**config.mk**
```make
export PLATFORM = sky130hd
export DESIGN_NAME = bt_uart_frame_rx
export DESIGN_NICKNAME = d
export VERILOG_FILES = /design/src/rtl/bt_uart_frame_rx.sv
export SDC_FILE = /design/constraint.sdc
export NUM_CORES = 1
export LEC_CHECK = 0
export ABC_AREA = 1
export BUFFER_PORTS_ARGS = -buffer_cell sky130_fd_sc_hd__buf_2
export CAP_MARGIN = 20
export CORE_MARGIN = 2
export CORE_UTILIZATION = 38
export DETAILED_ROUTE_END_ITERATION = 16
export PLACE_DENSITY = 0.51
export SKIP_LAST_GASP = 1
export SYNTH_ARGS = -nofsm -noshare
export SYNTH_HDL_FRONTEND = slang
export SYNTH_SLANG_ARGS = --single-unit
```
**constraint.sdc**
```tcl
create_clock -name clk -period 4.3 [get_ports clk]
set_input_delay 0.43 -clock clk [delete_from_list [all_inputs] [get_ports clk]]
set_output_delay 0.43 -clock clk [all_outputs]
set_load 0.05 [all_outputs]
```
**src/rtl/bt_uart_frame_rx.sv**
```systemverilog
// 8N1 UART receiver that pairs bytes into 16-bit command words, high byte first.
// data_valid 1 clk after the second byte's mid-stop sample; no backpressure, the consumer must take every word.
module bt_uart_frame_rx #(
    parameter int CLK_HZ       = 100_000_000,
    parameter int BAUD         = 9600,
    parameter int TIMEOUT_BITS = 20
) (
    input  logic        clk,
    input  logic        rst,
    input  logic        rx,
    output logic [15:0] data_out,
    output logic        data_valid,
    output logic        frame_err,
    output logic        sync_lost
);

    localparam int CPB    = CLK_HZ / BAUD;
    localparam int HALF   = CPB / 2;
    localparam int TO_CYC = TIMEOUT_BITS * CPB;
    localparam int CNT_W  = (CPB > 1) ? $clog2(CPB) : 1;
    localparam int TO_W   = $clog2(TO_CYC + 1);

    localparam logic [CNT_W-1:0] HALF_M1 = CNT_W'(HALF - 1);
    localparam logic [CNT_W-1:0] CPB_M1  = CNT_W'(CPB - 1);
    localparam logic [TO_W-1:0]  TO_M1   = TO_W'(TO_CYC - 1);

    typedef enum logic [2:0] {
        S_IDLE,
        S_START,
        S_DATA,
        S_STOP,
        S_WAIT_HIGH
    } state_t;

    typedef enum logic {
        PTR_HIGH,
        PTR_LOW
    } ptr_t;

    logic              rx_meta_q, rx_meta_d;
    logic              rxs_q, rxs_d;
    state_t            state_q, state_d;
    logic [CNT_W-1:0]  cnt_q, cnt_d;
    logic [2:0]        bit_cnt_q, bit_cnt_d;
    logic [7:0]        shift_q, shift_d;
    ptr_t              ptr_q, ptr_d;
    logic [7:0]        high_q, high_d;
    logic [TO_W-1:0]   to_cnt_q, to_cnt_d;
    logic [15:0]       data_out_q, data_out_d;
    logic              data_valid_q, data_valid_d;
    logic              frame_err_q, frame_err_d;
    logic              sync_lost_q, sync_lost_d;
    logic              good_byte;
    logic              bad_byte;

    assign rx_meta_d = rx;
    assign rxs_d     = rx_meta_q;

    always_ff @(posedge clk or negedge rst) begin
        if (!rst) begin
            rx_meta_q    <= 1'b1;
            rxs_q        <= 1'b1;
            state_q      <= S_IDLE;
            cnt_q        <= '0;
            bit_cnt_q    <= '0;
            shift_q      <= '0;
            ptr_q        <= PTR_HIGH;
            high_q       <= '0;
            to_cnt_q     <= '0;
            data_out_q   <= '0;
            data_valid_q <= 1'b0;
            frame_err_q  <= 1'b0;
            sync_lost_q  <= 1'b0;
        end else begin
            rx_meta_q    <= rx_meta_d;
            rxs_q        <= rxs_d;
            state_q      <= state_d;
            cnt_q        <= cnt_d;
            bit_cnt_q    <= bit_cnt_d;
            shift_q      <= shift_d;
            ptr_q        <= ptr_d;
            high_q       <= high_d;
            to_cnt_q     <= to_cnt_d;
            data_out_q   <= data_out_d;
            data_valid_q <= data_valid_d;
            frame_err_q  <= frame_err_d;
            sync_lost_q  <= sync_lost_d;
        end
    end

    // Bit-level receive FSM
    always_comb begin
        state_d     = state_q;
        cnt_d       = cnt_q;
        bit_cnt_d   = bit_cnt_q;
        shift_d     = shift_q;
        frame_err_d = 1'b0;
        good_byte   = 1'b0;
        bad_byte    = 1'b0;
        case (state_q)
            S_IDLE: begin
                if (!rxs_q) begin
                    state_d = S_START;
                    cnt_d   = '0;
                end
            end
            S_START: begin
                if (cnt_q == HALF_M1) begin
                    cnt_d = '0;
                    if (!rxs_q) begin
                        state_d   = S_DATA;
                        bit_cnt_d = '0;
                    end else begin
                        state_d = S_IDLE;
                    end
                end else begin
                    cnt_d = cnt_q + 1'b1;
                end
            end
            S_DATA: begin
                if (cnt_q == CPB_M1) begin
                    cnt_d     = '0;
                    shift_d   = {rxs_q, shift_q[7:1]};
                    bit_cnt_d = bit_cnt_q + 1'b1;
                    if (bit_cnt_q == 3'd7) begin
                        state_d = S_STOP;
                    end
                end else begin
                    cnt_d = cnt_q + 1'b1;
                end
            end
            S_STOP: begin
                if (cnt_q == CPB_M1) begin
                    cnt_d = '0;
                    if (rxs_q) begin
                        good_byte = 1'b1;
                        state_d   = S_IDLE;
                    end else begin
                        bad_byte    = 1'b1;
                        frame_err_d = 1'b1;
                        state_d     = S_WAIT_HIGH;
                    end
                end else begin
                    cnt_d = cnt_q + 1'b1;
                end
            end
            S_WAIT_HIGH: begin
                if (rxs_q) begin
                    state_d = S_IDLE;
                end
            end
            default: begin
                state_d = S_IDLE;
            end
        endcase
    end

    // Word assembly; the timeout check ignores rxs so it wins over a coincident start bit
    always_comb begin
        ptr_d        = ptr_q;
        high_d       = high_q;
        to_cnt_d     = to_cnt_q;
        data_out_d   = data_out_q;
        data_valid_d = 1'b0;
        sync_lost_d  = 1'b0;
        if (ptr_q == PTR_LOW && state_q == S_IDLE) begin
            if (to_cnt_q == TO_M1) begin
                sync_lost_d = 1'b1;
                ptr_d       = PTR_HIGH;
                to_cnt_d    = '0;
            end else begin
                to_cnt_d = to_cnt_q + 1'b1;
            end
        end
        if (good_byte) begin
            to_cnt_d = '0;
            if (ptr_q == PTR_HIGH) begin
                high_d = shift_q;
                ptr_d  = PTR_LOW;
            end else begin
                data_out_d   = {high_q, shift_q};
                data_valid_d = 1'b1;
                ptr_d        = PTR_HIGH;
            end
        end
        if (bad_byte) begin
            ptr_d    = PTR_HIGH;
            to_cnt_d = '0;
        end
    end

    assign data_out   = data_out_q;
    assign data_valid = data_valid_q;
    assign frame_err  = frame_err_q;
    assign sync_lost  = sync_lost_q;

endmodule
```
After elaboration in Yosys (flattened, before gate mapping)
Index checks and enable logic that the tools add are counted.

word-level totals
  input bits = 3
  logic and storage cells = 82
  bits in registers = 76

operators by class
  bitwise gates (word level) = 1
  mux-type cells = 36
  eq/ne operators = 15
  reduce and logical (&&, ||, !) cells = 14
  add/subtract/negate cells = 3

operator list
  kind                     count
  $mux W18                 4
  $mux W14                 3
  $pmux W14 S3             1
  $mux W3                  10
  $add A18 B1 Y18 const B  1
  $eq A18 B18 Y1 const B   1
  $mux W1                  15
  $pmux W3 S5              1
  $add A14 B1 Y14 const B  1
  $eq A14 B13 Y1 const B   1
  $eq A14 B14 Y1 const B   1
  $ne A2 B2 Y1 const B     7
  $reduce_and A2 Y1        5
  $reduce_bool A3 Y1       3
  $eq A3 B2 Y1 const B     2
  $eq A3 B3 Y1 const B     2
  $pmux W3 S2              1
  $reduce_and A6 Y1        1
  $reduce_and A4 Y1        1
  $add A3 B1 Y3 const B    1
  $eq A3 B1 Y1 const B     1
  $logic_not A3 Y1         1
  $mux W2                  1
  $reduce_bool A2 Y1       1
  other kinds (3)          3

Depth between registers and ports, before layout
Gate-level depths: netlist of run 1.

  word-level depth = 5
  depth in mapped cells = 11
  mapped depth without buffers = 10

Least setup slack after synthesis of run 1
Ideal clock, no wire load.

  path kind = register to register
  start point = reg cnt_q[0]
  end point = reg data_out_q[4], in the netlist data_out[4]
  setup slack = 2.708 ns
  arrival time = 1.472 ns
  cell stages (with the launch flop) = 10
  required time = 4.180 ns
  buffers on the path = 1
  cell sequence = dfrtp_1 > ha_1 > nand2_2 > nor2_4 > nand3_2 > nor2_8 > nand4_4 > buf_6 > nand2_1 > o21ai_2

between the ends
  word-level cells in the longest chain between the ends = 4

ends and longest elaborated chain
  what                         line  text
  start, declared              43    logic [CNT_W-1:0] cnt_q, cnt_d;
  start signal, assigned       78    cnt_q <= cnt_d;
  $eq A14 B14 Y1               133   if (cnt_q == CPB_M1) begin
  $mux W1                      133
  $mux W1                      100   case (state_q)
  $reduce_and A2 Y1 (no line)  n/a
  end signal, assigned         84    data_out_q <= data_out_d;
  end, declared                49    logic [15:0] data_out_q, data_out_d;

No other way between the ends.
A chain may end at the register's enable or synchronous reset.

Final worst setup path of run 1
  start point = reg cnt_q[0]
  end point = reg data_out_q[3], in the netlist data_out[3]

The elaborated chain is that of the path after synthesis.

==> flow_metrics.tcl, run 1 <==
set metrics [dict create \
    drv_slew 0 \
    diodes 0 \
    hold_buffers 0 \
    timing.setup.tns_ps 0 \
    critPathCaptureType "register" \
    synth_area_mm2 0.004071 \
    whs_path_depth 1 \
    cts_setup_buffers 0 \
    netlist_top_cells_area "dfrtp_1 45%, nand2_1 15%, nor2_1 6.8%" \
    grt_pass1_vias 3229 \
    cts_sinks 76 \
    path_buf_inv 0 \
    grt_overflow 0 \
    ant_nets 0 \
    cts_resized 0 \
    worstPathRequired_ps 4530 \
    synth_fp_nets 534 \
    setup_viol_count_final 0 \
    ys_seq_area_frac 0.4677 \
    fp.dieW_um 107.5 \
    final_cells 689 \
    leakage_nw 2.191 \
    maxSlewHeadroom 0.3546 \
    dpl.cell_count 673 \
    drive_above_1_share 0.1429 \
    clock-root-buffer "clkbuf_8" \
    cp.arrival_ps 2160 \
    die_y_um 107.5 \
    fin_nets 555 \
    via_count 3335 \
    seq_area_mm2 0.001904 \
    post-route-period-util 0.4478 \
    finalWorstSetupSlack_ps 2374 \
    start_util 0.3926 \
    max_cap_viol_count 0 \
    antenna_found_initial 0 \
    crit_cells 8 \
    area_growth_pct 9.158 \
    multi_input_area_mm2 0.001856 \
    cts_buffer_depth 2 \
    synth-seq-cells 76 \
    htreeDepth 3 \
    crit_fanout 24 \
    status "complete, no violations" \
    rsz0062_at_grt "false" \
    r2r_cells 8 \
    coreArea_mm2 0.01037 \
    max_stage_delay_ps 390 \
    pre_cts_ws_ps 2342 \
    path_class "register to register" \
    avgSynthCellArea_um2 7.726 \
    synthCells 527 \
    ios 22 \
    num_rows 37 \
    final_hold_viol_count 0 \
    max_freq_mhz 519.3 \
    cts_tree "built" \
    cts.clk_slew.worst_paths_ps 90 \
    vias_per_cell 4.840 \
    critical_path.slowest_cell "dfrtp_1" \
    startpoint_type "register" \
    drc 0 \
    ys.flop_type "dfrtp_1" \
    hold_ws_ps 168.0 \
    numPortBuffers 21 \
    first_pass_iters 4 \
    worst_slew_pin_slew_ps 968.0 \
    clock_skew_ps 10.92 \
    hold_class "input port to register" \
    dieArea_mm2 0.01156 \
    synth_top_cell_by_area "dfrtp_1" \
    wl_um 8909 \
    wl_per_cell_um 12.93 \
    yosysMostFrequentCell "nand2_1" \
    numCtsBuffers 9 \
    grt_use_total 0.1690 \
    clock_latency_ps 360 \
    grt_max_degree 77 \
    synth_edf_count 0 \
    synth_async_sr_flop_share 1.000 \
    grt_pass1_wl_um 15560 \
    fin_crit_ps 1926 \
    synth_cell_type_count 29 \
    vdd_drop_max_uv 140.7 \
    cp_top_family "simple AND/OR/NAND/NOR gates" \
    yosys_warnings 0 \
    gp_congestion 0.8130 \
    cp_cell_sequence "ha_1 > nand2_2 > nor2_4 > nand3_2 > nor2_8 > nand4_4 > nand2_1 > o21ai_2" \
    nFillCells 1078 \
    ys_top_cells_by_count "161 x nand2_1, 74 x dfrtp_1, 74 x nor2_1" \
    synth_top_area_share 0.4548 \
    power_density_mw_per_mm2 281.0 \
    fin_util 0.4286 \
    drt_iter0_markers 186 \
    hpwl_um 6257 \
]
[stage by stage]
stage / instance area, µm² / power [mW]
global placement: 4263 / 0.7493
global route: 4444 / 1.306
detailed placement: 4263 / 0.7494
finish: 4444 / 1.249
floorplan: 4071 / 0.7327
CTS: 4444 / 1.271
[cell families (layout without fill, tap and decap cells)]
logic type | Yosys count | count (layout) | share of synthesized area
AOI/OAI and AO/OA | 54 | 54 | 0.07959
xor gates and xnor gates | 8 | 8 | 0.01721
buffers and inverters | 71 | 97 | 0.07652
adders and majority gates | 4 | 4 | 0.01229
DFF | 76 | 76 | 0.4677
and+or+nand+nor | 314 | 314 | 0.3466
[worst reg2reg max path: stages, from the launching register on]
cell and delay, ps:
dfrtp_1 390, ha_1 210, nand2_2 90, nor2_4 150, nand3_2 130, nor2_8 190, nand4_4 360, nand2_1 200
o21ai_2 70
[cells in the final DEF, fill, tap and decap left out, types with 5 or more instances in the layout]
| cell type | netlist | layout |
|---|---|---|
| nand2_1 | 161 | 161 |
| nor2_1 | 74 | 74 |
| dfrtp_1 | 74 | 74 |
| inv_1 | 50 | 50 |
| nand3_1 | 41 | 41 |
| o21ai_1 | 28 | 28 |
| buf_2 | 6 | 20 |
| nand4_1 | 14 | 14 |
| o21ai_2 | 11 | 11 |
| inv_2 | 10 | 10 |
| clkbuf_8 | 0 | 9 |
| xor2_1 | 8 | 8 |
| a21oi_1 | 6 | 6 |
| nor3_1 | 5 | 5 |
[worst paths after layout]
check	startpoint	end	slack (ps)
worst max-delay path	cnt_q[0]	data_out[3]	2370
worst min-delay path	rx	rx_meta_q	170
worst max register to register	cnt_q[0]	data_out[3]	2370
worst min register to register	rx_meta_q	rxs_q	370
max in group asynchronous	rst	cnt_q[11]	3450
min in group asynchronous	rst	cnt_q[9]	190
[report_power, final]
part / leakage [nW] / switching (mW) / total (mW) / internal, mW
clock network: 0.0829 / 0.299 / 0.515 / 0.216
logic: 1.07 / 0.0149 / 0.0161 / 0.00118
registers: 1.04 / 0.00152 / 0.717 / 0.716
total: 2.19 / 0.315 / 1.25 / 0.933
[area by class of cell]
| type | count | area share |
|---|---|---|
| timing repair buffer | 21 | 0.02421 |
| clock inverter | 7 | 0.01295 |
| clock buffer | 9 | 0.02787 |
| tap | 136 | 0.03829 |
| multi-input combinational | 380 | 0.4175 |
| inverter | 60 | 0.05068 |
| sequential | 76 | 0.4285 |
[sequential cells by signal, summed over array words and instances (netlist names)]
name        count
cnt_q          14
sync_lost       1
ptr_q           1
to_cnt_q       18
high_q          8
rx_meta_q       1
frame_err       1
shift_q         8
data_valid      1
bit_cnt_q       3
data_out       16
rxs_q           1
state_q         3
[routing by layer]
metal,share of wire,GRT usage
met1,0.51,0.2407
met2,0.45,0.2583
met3,0.033,0.03814
met4,0.0059,0.04762
met5,0,0
Note: power is estimated with default switching activity, not from simulation.
==> run 2, diff against run 1 <==
--- a/config.mk
+++ b/config.mk
@@ -11,7 +11,7 @@
 export CORE_MARGIN = 2
 export CORE_UTILIZATION = 38
 export DETAILED_ROUTE_END_ITERATION = 16
-export PLACE_DENSITY = 0.51
+export PLACE_DENSITY = 0.53
 export SKIP_LAST_GASP = 1
 export SYNTH_ARGS = -nofsm -noshare
 export SYNTH_HDL_FRONTEND = slang
==> constraint.sdc (replaced) <==
create_clock -name clk -period 1.7 [get_ports clk]
set_input_delay 0.17 -clock clk [delete_from_list [all_inputs] [get_ports clk]]
set_output_delay 0.17 -clock clk [all_outputs]
set_load 0.05 [all_outputs]
==> flow_metrics.tcl, run 2 (same netlist as run 1, synthesis figures left out) <==
set metrics [dict create \
    ant_nets 0 \
    final_common_cell "nand2_1" \
    timing.setup.tns_ps 0 \
    wl_um 9581 \
    largest_register "to_cnt_q" \
    power_frac_seq 0.545 \
    hold_ws_ps 239.3 \
    grt_use_total 0.1700 \
    fin_crit_ps 1645 \
    maxSlewHeadroom 0.7577 \
    max_cap_viol_count 0 \
    cp.arrival_ps 1890 \
    drc 0 \
    post-route-period-util 0.9675 \
    worst_slew_pin_slew_ps 362.0 \
    grt_overflow 0 \
    largest_reg_flops 18 \
    leakage_nw 2.445 \
    final_cells 728 \
    worstPathRequired_ps 1950 \
    setup_viol_count_final 0 \
    status "complete, no violations" \
    start_util 0.3926 \
    p_comb_frac 0.016 \
    grt_pass1_vias 3320 \
    cts_buffer_depth 2 \
    dieArea_mm2 0.01156 \
    clkPwrFrac 0.439 \
    diodes 0 \
    grt_max_degree 42 \
    numCtsBuffers 9 \
    fp.dieW_um 107.5 \
    fin_util 0.4722 \
    numPortBuffers 21 \
    clock-root-buffer "clkbuf_8" \
    cts.clk_slew.worst_paths_ps 90 \
    path_class "register to register" \
    fin_nets 594 \
    max_freq_mhz 608.0 \
    wl_per_cell_um 13.16 \
    htreeDepth 3 \
    p_switching_uw 805.5 \
    num_rows 37 \
    critPathCaptureType "register" \
    hold_class "input port to asynchronous set/reset pin" \
    antenna_found_initial 0 \
    drv_slew 0 \
    drt_iter0_markers 167 \
    power_mw 3.330 \
    crit_fanout 8 \
    grt_pass1_wl_um 15700 \
    ios 22 \
    clock_skew_ps 15.88 \
    power_density_mw_per_mm2 680.1 \
    power.internal_mw 2.525 \
    nFillCells 1073 \
    via_count 3524 \
    cts_tree "built" \
    coreArea_mm2 0.01037 \
    startpoint_type "register" \
    rsz0062_at_grt "true" \
    vdd_drop_max_uv 336.1 \
    dpl.cell_count 700 \
    gp_congestion 0.9247 \
    layout_common_cells "160 x nand2_1, 73 x dfrtp_1, 71 x nor2_1" \
    cts_sinks 76 \
    clock_latency_ps 360 \
    final_hold_viol_count 0 \
    drive_above_1_share 0.2111 \
    die_y_um 107.5 \
    first_pass_iters 4 \
    vias_per_cell 4.841 \
    swShare 0.2419 \
    hpwl_um 6693 \
    area_growth_pct 20.28 \
]
[run 2: cell types whose count changed in the layout (fill, tap and decap cells not counted), sizes merged]
cell         previous run  this run
clkinv                  1         3
bufinv                  0         1
nand2                 166       167
clkbuf                  9        10
nand4                  16        17
buf                    21        55
dlygate4sd3             0         2
clkinvlp                3         0
[run 2: stage by stage]
| stage | setup WS [ps] | area [µm²] |
|---|---|---|
| after floorplan | 107.9 | 4071 |
| after global placement | 89.39 | 4491 |
| after detailed placement | 29.28 | 4491 |
| after CTS | 17.23 | 4716 |
| after global routing | -66.94 | 4897 |
| final | 55.21 | 4897 |
[run 2: repair_timing]
item	CTS	global route
hold buffers	2	0
resized for setup	0	17
endpoints found under the setup margin	0	57
setup buffers	0	7
endpoints found under the hold margin	18	0
[run 2: area by class of cell]
type	count	area, µm²	share of cell area
multi-input cells	382	1951	0.3983
flip-flops and latches	76	1906	0.3891
repair buffers	58	440.4	0.08993
inverters	60	225.2	0.04599
well taps	136	170.2	0.03475
clock buffers	9	123.9	0.02529
clock inverters	7	81.33	0.01661
[run 2: power by group through the flow]
| stage | Sequential [mW] | Clock [mW] | Combinational (mW) |
|---|---|---|---|
| final | 1.82 | 1.46 | 0.0538 |
| after global routing | 1.82 | 1.57 | 0.0631 |
| after CTS | 1.81 | 1.50 | 0.0577 |
| after detailed placement | 1.85 | 0 | 0.0536 |
| after global placement | 1.85 | 0 | 0.0532 |
| after floorplan | 1.85 | 0 | 0.00356 |
[run 2: path summary, 6_finish.rpt]
kind | end | startpoint | cells past startpoint | slack (ps)
hold reg to reg | rxs_q | rx_meta_q | 0 | 360
hold / removal | to_cnt_q[8] | rst | 2 | 240
setup / recovery | high_q[4] | cnt_q[1] | 9 | 60
max in group asynchronous | rx_meta_q | rst | 3 | 880
min in group clk | rxs_q | rx_meta_q | 0 | 360
setup reg to reg | high_q[4] | cnt_q[1] | 9 | 60
[run 2: worst max-delay path, cell delays in order (launching register included)]
cell	delay [ps]
dfrtp_1	410
ha_4	170
nand2_4	60
nor2_4	120
nand3_4	100
nor2_8	190
buf_6	130
nand4_4	170
nand2_1	120
o21ai_1	60
[run 2: layer usage]
layer  track usage  vias to the layer above  routed length (µm)
li1              -                     1804                   -
met1        0.2393                     1650                4907
met2        0.2633                       59                4290
met3       0.03087                       11                 285
met4       0.05769                        0                  98
met5             0                        -                   0
